## src/rtl/contador_mod_param.sv

```systemverilog
// Parameterised up/down counter with prescaler, synchronous load, free-run or
// one-shot mode, a one-cycle terminal-count pulse and a sticky done flag.
module contador_mod_param #(
    parameter int WIDTH   = 5,
    parameter int MAX_VAL = 31,
    parameter int PRESC   = 1
) (
    input  logic             CLK,
    input  logic             RST,
    input  logic             EN,
    input  logic             LOAD,
    input  logic [WIDTH-1:0] LOAD_VAL,
    input  logic             DIR,
    input  logic             ONE_SHOT,
    output logic [WIDTH-1:0] salida,
    output logic             TC,
    output logic             DONE
);

    localparam int PW = (PRESC > 1) ? $clog2(PRESC) : 1;
    localparam logic [WIDTH-1:0] MAX_V      = WIDTH'(MAX_VAL);
    localparam logic [WIDTH-1:0] ZERO_V     = {WIDTH{1'b0}};
    localparam logic [WIDTH-1:0] ONE_V      = WIDTH'(1);
    localparam logic [PW-1:0]    PRESC_LAST = PW'(PRESC - 1);
    localparam logic [PW-1:0]    PRESC_ZERO = {PW{1'b0}};
    localparam logic [PW-1:0]    PRESC_ONE  = PW'(1);

    if ((MAX_VAL < 1) || (longint'(MAX_VAL) > ((longint'(1) << WIDTH) - 64'sd1))) begin : g_bad_max
        $error("contador_mod_param: MAX_VAL must lie in 1..2**WIDTH-1");
    end
    if (PRESC < 1) begin : g_bad_presc
        $error("contador_mod_param: PRESC must be >= 1");
    end

    logic [WIDTH-1:0] salida_r;
    logic [WIDTH-1:0] salida_nxt_s;
    logic [PW-1:0]    presc_cnt_r;
    logic [PW-1:0]    presc_nxt_s;
    logic             tc_r;
    logic             tc_nxt_s;
    logic             done_r;
    logic             done_nxt_s;
    logic             at_term_s;

    // Next-state selection: LOAD beats stepping; a finished one-shot freezes
    // the count and keeps the prescaler parked at zero until released.
    always_comb begin
        salida_nxt_s = salida_r;
        presc_nxt_s  = presc_cnt_r;
        tc_nxt_s     = 1'b0;
        done_nxt_s   = done_r;
        at_term_s    = DIR ? (salida_r == ZERO_V) : (salida_r == MAX_V);

        if (LOAD) begin
            salida_nxt_s = (LOAD_VAL > MAX_V) ? MAX_V : LOAD_VAL;
            presc_nxt_s  = PRESC_ZERO;
            done_nxt_s   = 1'b0;
        end else if (done_r) begin
            presc_nxt_s = PRESC_ZERO;
            if (!ONE_SHOT) begin
                done_nxt_s = 1'b0;
            end else begin
                done_nxt_s = 1'b1;
            end
        end else if (EN) begin
            if (presc_cnt_r == PRESC_LAST) begin
                presc_nxt_s = PRESC_ZERO;
                if (at_term_s) begin
                    tc_nxt_s = 1'b1;
                    if (ONE_SHOT) begin
                        done_nxt_s = 1'b1;
                    end else begin
                        salida_nxt_s = DIR ? MAX_V : ZERO_V;
                    end
                end else if (DIR) begin
                    salida_nxt_s = salida_r - ONE_V;
                end else begin
                    salida_nxt_s = salida_r + ONE_V;
                end
            end else begin
                presc_nxt_s = presc_cnt_r + PRESC_ONE;
            end
        end else begin
            presc_nxt_s  = presc_cnt_r;
            salida_nxt_s = salida_r;
        end
    end

    // State registers with synchronous reset taking top priority.
    always_ff @(posedge CLK) begin
        if (RST) begin
            salida_r    <= ZERO_V;
            presc_cnt_r <= PRESC_ZERO;
            tc_r        <= 1'b0;
            done_r      <= 1'b0;
        end else begin
            salida_r    <= salida_nxt_s;
            presc_cnt_r <= presc_nxt_s;
            tc_r        <= tc_nxt_s;
            done_r      <= done_nxt_s;
        end
    end

    assign salida = salida_r;
    assign TC     = tc_r;
    assign DONE   = done_r;

endmodule
```

## config.mk

```make
export PLATFORM = sky130hd
export DESIGN_NAME = contador_mod_param
export DESIGN_NICKNAME = d
export VERILOG_FILES = /design/src/rtl/contador_mod_param.sv
export SDC_FILE = /design/constraint.sdc
export NUM_CORES = 1
export LEC_CHECK = 0
export BUFFER_PORTS_ARGS = -buffer_cell sky130_fd_sc_hd__buf_2
export CORE_AREA = 2 2 39 41
export DETAILED_ROUTE_END_ITERATION = 8
export DIE_AREA = 0 0 41 43
export PLACE_DENSITY = 0.7
export SLEW_MARGIN = 20
export SYNTH_ARGS = -nofsm -noshare
export SYNTH_HDL_FRONTEND = slang
export SYNTH_SLANG_ARGS = --single-unit
```

## constraint.sdc

```tcl
create_clock -name CLK -period 4 [get_ports CLK]
set_input_delay 0.2 -clock CLK [delete_from_list [all_inputs] [get_ports CLK]]
set_output_delay 0.2 -clock CLK [all_outputs]
set_load 0.005 [all_outputs]
```

; Yosys cells after proc, flatten, opt, wreduce, memory -nomap -nowiden
; Index checks and enable logic that the tools add are counted.
; W data, S select, Z words.
[word_totals]
reg_bits = 8
input_bits = 11
output_inout_bits = 7
wordCells = 36
[classes]
addsub = 3
n_lt_le_gt_ge = 1
eq_ne = 4
mux = 17
bitwise = 1
n_reduce_logical = 6
[ops]
columns = operator, n
row1 = $mux W5, 9
row2 = $mux W1, 8
row3 = $add A5 B1 Y5 const B, 1
row4 = $eq A5 B5 Y1 const B, 1
row5 = $gt A5 B5 Y1 const B, 1
row6 = $logic_not A5 Y1, 1
row7 = $reduce_or A5 Y1, 1
row8 = $sub A5 B1 Y5 const B, 1
row9 = $ne A2 B2 Y1 const B, 2
row10 = $reduce_and A4 Y1, 1
row11 = $ne A3 B3 Y1 const B, 1
row12 = $reduce_or A3 Y1, 1
row13 = $reduce_bool A2 Y1, 1
row14 = $reduce_or A2 Y1, 1
row15 = $add A1 B1 Y1 const B, 1
row16 = $not A1 Y1, 1

; Longest topological paths before layout
; Gate-level depths: netlist of run 1.
[depth]
word_depth = 7
depth_mapped = 6
depth_no_buf = 6

; Worst setup path before layout of run 1
; No wires, ideal clock.
[synth_timing]
path_kind = register to register
startpoint = register salida_r[2], in the netlist salida[2]
endpoint = register salida_r[0], in the netlist salida[0]
setup_time_ns = 0.119
t_arrival_ns = 1.642
required_ns = 3.881
path_slack_ns = 2.239
stages_incl_launch_ff = 6
n_path_buf = 0
synth_period_minus_slack_ns = 1.761
cell_sequence = dfxtp_1 or4_4 nor3b_4 or2_4 a31oi_4 o221a_1
[synth_between]
elab_chain_cells = 7
elab_cells_between_ends = 10
cone_classes = eq/ne (2) / mux (6) / reduce/logical (2)
[synth_lines]
columns = item, line_no
row1 = "start, declared", 35  ; logic [WIDTH-1:0] salida_r;
row2 = "start signal, assigned", 97  ; salida_r <= salida_nxt_s;
row3 = $eq A5 B5 Y1 or $logic_not A5 Y1 (tied branches), 52  ; at_term_s = DIR ? (salida_r == ZERO_V) : (salida_r == MAX_V);
row4 = $mux W1 *, 52
row5 = $mux W5, 68  ; if (at_term_s) begin
row6 = $mux W5, 66  ; if (presc_cnt_r == PRESC_LAST) begin
row7 = $mux W5, 65  ; end else if (EN) begin
row8 = $mux W5, 58  ; end else if (done_r) begin
row9 = $mux W5, 54  ; if (LOAD) begin
; Mark *: on every way between the ends. The rest lies on a longest branch, timed or not. The select of a mux whose other input is x is not followed.
; A chain may end at the register's enable or synchronous reset.

; Worst setup path after layout of run 1
; Ends and elaborated chain as after synthesis.

==> key figures, run 1 <==
Status
  • Status: completed

Drt
  • WL met1: 587 µm
  • Drt drc: 0
  • DR pass1 iterations: 3
  • Starting DRT DRC Count: 4
  • DR top layer: met4
  • DR WL met2: 620 µm
  • Routed len/inst: 12.56 µm
  • Via count: 531
  • Final wirelength: 1256 µm
  • DRT antenna net count: 0
  • Met3 Wirelength: 36 µm
  • Average vias per placed instance: 5.310

Critical path
  • CP startpoint kind: flop
  • Critical path class: reg2reg
  • CP endpoint kind: flop
  • CP max FO: 5
  • Crit path max-delay family: simple AND/OR/NAND/NOR gates
  • WP data arrival: 2050 ps
  • Cell Chain, Critical Path: or4_4 -> nor3b_4 -> or2_4 -> a31oi_4 -> o221a_1
  • Buf+Inv Stages, Crit Path: 0
  • Crit path largest cell delay: 570 ps
  • Worst path required time: 4140 ps
  • Critical Path Slowest Stage Cell: or4_4

Synthesis
  • Fraction of registers with async set or reset after synthesis: 0%
  • Synth Warn #: 0
  • Mean Syn Cell Area: 8.681 µm²
  • Largest family of logic cells by synthesized area: compound AO/OA/AOI/OAI gates
  • Post-synthesis simple-gate area fraction: 25.50%
  • Library cells used by synthesis: 30
  • Synth Area in Compound Gates: 29.27%
  • Syn Nets: 80
  • Mapped cell area: 564.3 µm²
  • Yosys reg bits: 7
  • XOR/XNOR Fraction of Synth Area: under 10%
  • Cell count after synthesis: 65
  • Post-synth top flop: dfxtp_1
  • Adder-Cell Fraction of Synth Area: 10.20%
  • Multiplexer share of the synthesized area: between 1.5 and 2%
  • Post-synthesis sequential area ratio: 24.83%
  • Number of enable flip-flop cells after synthesis: 0

Flow run
  • Total of max-cap violations: 0

STA
  • Final Hold Violating Endpoints: 0
  • PnR worst setup slack: 2087 ps
  • Maximum clock rate: between 500 and 600 MHz
  • # setup viols final: 0
  • Tightest Pin Transition: 379.8 ps
  • RSZ-0062 raised after global routing: no
  • Fin Hold WS: 228.2 ps
  • Crit share post-route: 47.84%
  • Slew margin rel.: between 70% and 80%
  • Max Clock Skew: 8.684 ps
  • Fin Setup TNS: 0 ps
  • Pins Over Slew Limit: 0
  • Min Tclk post-route: roughly 1900 ps

Clocking
  • CTS tree: built
  • Bufs on Longest Clock Path: 2
  • Post_cts resized: 0
  • CTS root buf: clkbuf_4
  • Post CTS Setup Buffer Count: 0
  • Reg clk slew, reported paths: 60 ps
  • Worst-Skew Late Latency: 260 ps
  • H-tree depth: 1
  • Cts hold-fix bufs: 0
  • CTS sink cnt: 7
  • CTS buffer count: 3

Finish
  • Ratio of cells with drive above 1 in the final layout: 30.95%
  • # fillers: between 100 and 150
  • Area Growth Syn to Fin: 21.95%
  • Layout Cells excl Fill: 100
  • Commonest non-fill, non-tap cells in the layout: buf_2, a21oi_1, nor2_1, dfxtp_1, inv_1
  • ANT cells: 0
  • Nets: 100
  • Commonest non-fill, non-tap cell in the layout: buf_2
  • Design area: a little under 700 µm²
  • Util after Layout: 49.73%

Global routing
  • Antenna violations before repair: 0
  • First-pass GRT wire length: between 2000 and 2500 µm
  • Pin count of the biggest net entering global routing: 12
  • Tot GR Track Use: 17.24%
  • GR Overflow Total: 0
  • Vias in the first global route: 489

Die
  • IO Pins: 18
  • Die area: 1763 µm²
  • Core area: ~1400 µm²
  • DIE WIDTH: ~40 µm
  • Die H: 43 µm
  • Initial core utilization: around 41%
  • Row count: 14

Power
  • P_sw: 0.07329 mW
  • Internal power: 0.1483 mW
  • Combinational Power Share: 31.4%
  • Leakage: 0.3385 nW
  • Sequential share of power: between 30% and 40%
  • Final Power: about 0.22 mW
  • Max IR drop VDD: 202.1 µV
  • PwrDens: 322.0 nW/µm²
  • Part of the power in the clock network: 30.2%
  • Sw Share: about 33%

Placement
  • Dpl cell area: 661.9 µm²
  • GP Congestion: 0.7892
  • Post-DP HPWL: 989.6 µm
  • Pre-CTS setup slack: 2111 ps
  • Placed cell count: 96
  • Port buffer count: 17

Hold path
  • Hold Crit Class: in2reg
==> flip-flops by register name (all words and copies together), names as in the netlist <==
register  cells
TC            1
salida        5
DONE          1
==> cells in the mapped netlist (2+ instances only) <==
cell type  n  share of area [%]
dfxtp_1    7                 25
nand2b_1   2                2.2
a21oi_1    9                8.0
nor3_1     2                1.8
nor2_1     8                5.3
ha_1       3                6.7
o221a_1    3                6.0
nor3b_1    2                2.7
a21o_1     3                4.0
inv_1      6                4.0
==> power by group through the flow <==
stage | registers [mW] | logic [mW] | clock network [mW]
floorplan | 0.0849 | 0.0488 | 0
global placement | 0.0861 | 0.0677 | 0
detailed placement | 0.0865 | 0.0697 | 0
CTS | 0.0848 | 0.0703 | 0.0686
global route | 0.0861 | 0.0766 | 0.0757
finish | 0.0850 | 0.0697 | 0.0669
==> worst paths after layout <==
path,end,cells past startpoint,from,slack [ps]
min reg2reg,DONE,2,DONE,640
max reg2reg,salida[0],5,salida[2],2090
max,salida[0],5,salida[2],2090
min,DONE,2,ONE_SHOT,230
==> cell type report <==
type	count	area (µm²)	area share [%]
clock buffer	4	26.28	3.818
tap	16	20.02	2.909
multi-input combinational	50	394.1	57.27
timing repair buffer	17	85.08	12.36
sequential	7	140.1	20.36
inverter	6	22.52	3.273
==> logic make-up (layout without fill, tap and decap cells) <==
group | after synthesis | in the layout
buffers and inverters | 8 | 27
XOR/XNOR | 2 | 2
multiplexers | 1 | 1
adder cells (fa/ha/maj) | 4 | 4
AO/OA/AOI/OAI | 21 | 21
flip-flops | 7 | 7
AND/OR/NAND/NOR | 22 | 22
==> routing by layer <==
| layer | vias up | GRT usage [%] |
|---|---|---|
| met3 | 2 | 4.712 |
| met1 | 246 | 23.78 |
| met5 | - | 0 |
| li1 | 274 | - |
| met2 | 9 | 24.06 |
| met4 | 0 | 8.000 |
Note: power is estimated with default switching activity, not from simulation.
==> run 2: changes to the inputs <==
- CORE_AREA: 2 2 39 41 -> default
- CORE_MARGIN: default -> 2
- CORE_UTILIZATION: default -> 43
- DIE_AREA: 0 0 41 43 -> default
- PLACE_DENSITY: 0.7 -> 0.74
- clock period: 4 -> 1.7 ns (I/O delays scaled with it)
==> run 2 against run 1 <==
Effect of this change:
- worst setup slack worse by 2100 ps
- global-route usage is 3.2 points higher
- largest power group is now combinational logic
- non-clock buffer count is 10 higher
- wire length is 0.80% higher
- final area is 13% higher
- the flow now finishes with violations (setup timing)
- via count is 7.7% higher
- clock-buffer cell count stayed put
- largest cell class unchanged
- highest routed layer unchanged
==> key figures, run 2 (synthesis gave the netlist of run 1 again) <==
Finish
  • Max reg flops: 5 (unchanged)
  • Util after Layout: 61.24% (+12 points)
  • Commonest non-fill, non-tap cell in the layout: buf_2
  • FF+latch area: 143.9 µm² (+2.7%)
  • Area Growth Syn to Fin: 37.69%
  • # fillers: 121 (-18%)
  • ANT cells: 0 (unchanged)
  • Commonest non-fill, non-tap cells in the layout: buf_2, buf_4, a21oi_1, nor2_1, inv_1
  • Layout Cells excl Fill: 109 (+9.0%)
  • Nets: 110 (+10%)
  • Design area: 777.0 µm² (+13%)
  • Footprint of the multi-input gates: 405.4 µm² (+2.9%)
  • Ratio of cells with drive above 1 in the final layout: 44.68% (+14 points)

Critical path
  • R2R setup slack: -4 ps (-2090 ps)
  • Crit path max-delay family: simple AND/OR/NAND/NOR gates
  • WP data arrival: 1840 ps (-210 ps)
  • Reg2reg start: salida[3]
  • Critical Path Slowest Stage Cell: or4_4
  • Crit path largest cell delay: 540 ps (-30 ps)
  • RR Endpoint: salida[3]
  • Worst path required time: 1830 ps (-2310 ps)
  • Buf+Inv Stages, Crit Path: 0 (unchanged)
  • CP startpoint kind: flop
  • Critical path class: reg2reg
  • CP endpoint kind: flop
  • R2r worst-path depth: 5 (unchanged)
  • CP max FO: 4 (-1)
  • Cell Chain, Critical Path: or4_4 -> nor3b_4 -> or2_4 -> a31oi_4 -> o221a_1

Power
  • Max IR drop VDD: 514.7 µV (+150%)
  • Final Power: 0.5527 mW (+150%)
  • Internal power: 0.3807 mW (+160%)
  • P_sw: 0.1720 mW (+130%)
  • PwrDens: 711.3 nW/µm² (+120%)
  • Combinational Power Share: 38.5% (+7.1 points)
  • Leakage: 0.3892 nW (+15%)
  • Part of the power in the clock network: 27.0% (-3.2 points)
  • Sequential share of power: 34.5% (-3.8 points)
  • Sw Share: 31.13% (-1.9 points)

Global routing
  • GR Overflow Total: 0 (unchanged)
  • Pin count of the biggest net entering global routing: 10 (-2)
  • Antenna violations before repair: 0 (unchanged)
  • Vias in the first global route: 524 (+7.2%)
  • Tot GR Track Use: 20.39% (+3.2 points)
  • First-pass GRT wire length: 2166 µm (+4.6%)

Clocking
  • CTS tree: built
  • CTS sink cnt: 7 (unchanged)
  • H-tree depth: 1 (unchanged)
  • CTS root buf: clkbuf_4
  • CTS buffer count: 3 (unchanged)
  • Worst-Skew Late Latency: 250 ps (about the same)
  • Reg clk slew, reported paths: 50 ps (about the same)
  • Bufs on Longest Clock Path: 2 (unchanged)

STA
  • Crit share post-route: 100.2% (+52 points)
  • Final Hold Violating Endpoints: 0 (unchanged)
  • Min Tclk post-route: 1704 ps (-209.7 ps)
  • RSZ-0062 raised after global routing: yes
  • Max Clock Skew: 0.8649 ps (-7.819 ps)
  • Pins Over Slew Limit: 0 (unchanged)
  • # setup viols final: 1 (+1)
  • PnR worst setup slack: -3.674 ps (-2090 ps)
  • Fin Setup TNS: -3.674 ps (-3.674 ps)
  • Tightest Pin Transition: 262.7 ps (-117.1 ps)
  • Maximum clock rate: 587.0 MHz (+12%)
  • Slew margin rel.: 82.41% (+7.8 points)
  • Fin Hold WS: 117.3 ps (-110.9 ps)

Placement
  • Pre-CTS setup slack: -78.17 ps (-2189 ps)
  • Placed cell count: 104 (+8.3%)
  • Dpl cell area: 729.5 µm² (+10%)
  • GP Congestion: 0.8555 (+8.4%)
  • Post-DP HPWL: 1004 µm (+1.5%)
  • Port buffer count: 17 (unchanged)

Die
  • Die area: 1618 µm² (-8.2%)
  • Row count: 13 (-1)
  • Initial core utilization: 44.48% (+3.7 points)
  • DIE WIDTH: 40.23 µm (-1.9%)
  • IO Pins: 18 (unchanged)
  • Core area: 1269 µm² (-8.3%)
  • Die H: 40.23 µm (-6.5%)

Hold path
  • Hold Path Depth: 2 (unchanged)
  • Hold Crit Class: in2reg
  • Worst hold endpoint: DONE
  • HP Start: ONE_SHOT

Status
  • Failing checks: setup timing
  • Status: finished with violations

Flow run
  • Total of max-cap violations: 0 (unchanged)

Drt
  • DR pass1 iterations: 4 (+1)
  • Via count: 572 (+7.7%)
  • Drt drc: 0 (unchanged)
  • Starting DRT DRC Count: 7 (+3)
  • DRT antenna net count: 0 (unchanged)
  • Final wirelength: 1266 µm (+0.80%)
  • Average vias per placed instance: 5.248 (-1.2%)
  • Routed len/inst: 11.61 µm (-7.5%)
-- run 2: worst max path at each step --
stage	start	end	cells past startpoint
after floorplan	salida[3]	salida[3]	5
after global placement	salida[0]	salida[4]	6
after detailed placement	salida[1]	salida[4]	6
after CTS	salida[3]	salida[3]	5
after global routing	salida[3]	DONE	6
final	salida[3]	salida[3]	5
-- run 2: power by group through the flow --
stage               Clock (mW)  Combinational [mW]  Sequential [mW]
finish                   0.149               0.213            0.191
global route             0.165               0.236            0.193
CTS                      0.154               0.208            0.190
detailed placement           0               0.203            0.193
global placement             0               0.200            0.193
floorplan                    0               0.115            0.200
-- run 2: final cells by class --
type	count	share of cell area, %
multi-input cells	50	52.17
clock buffers	4	3.382
flip-flops and latches	7	18.52
inverters	6	2.899
well taps	15	2.415
repair buffers	27	20.61
-- run 2: timing repair --
action / CTS / global route
hold endpoints to repair: 0 / 0
gates resized for setup: 4 / 1
setup buffers: 0 / 1
pin swaps: 1 / 1
hold buffers: 0 / 0
setup endpoints to repair: 5 / 6
-- run 2: routing by layer --
metal	global-route usage [%]	wire, µm
met1	25.00	594
met2	33.06	598
met3	5.000	59
met4	10.00	14
met5	0	0
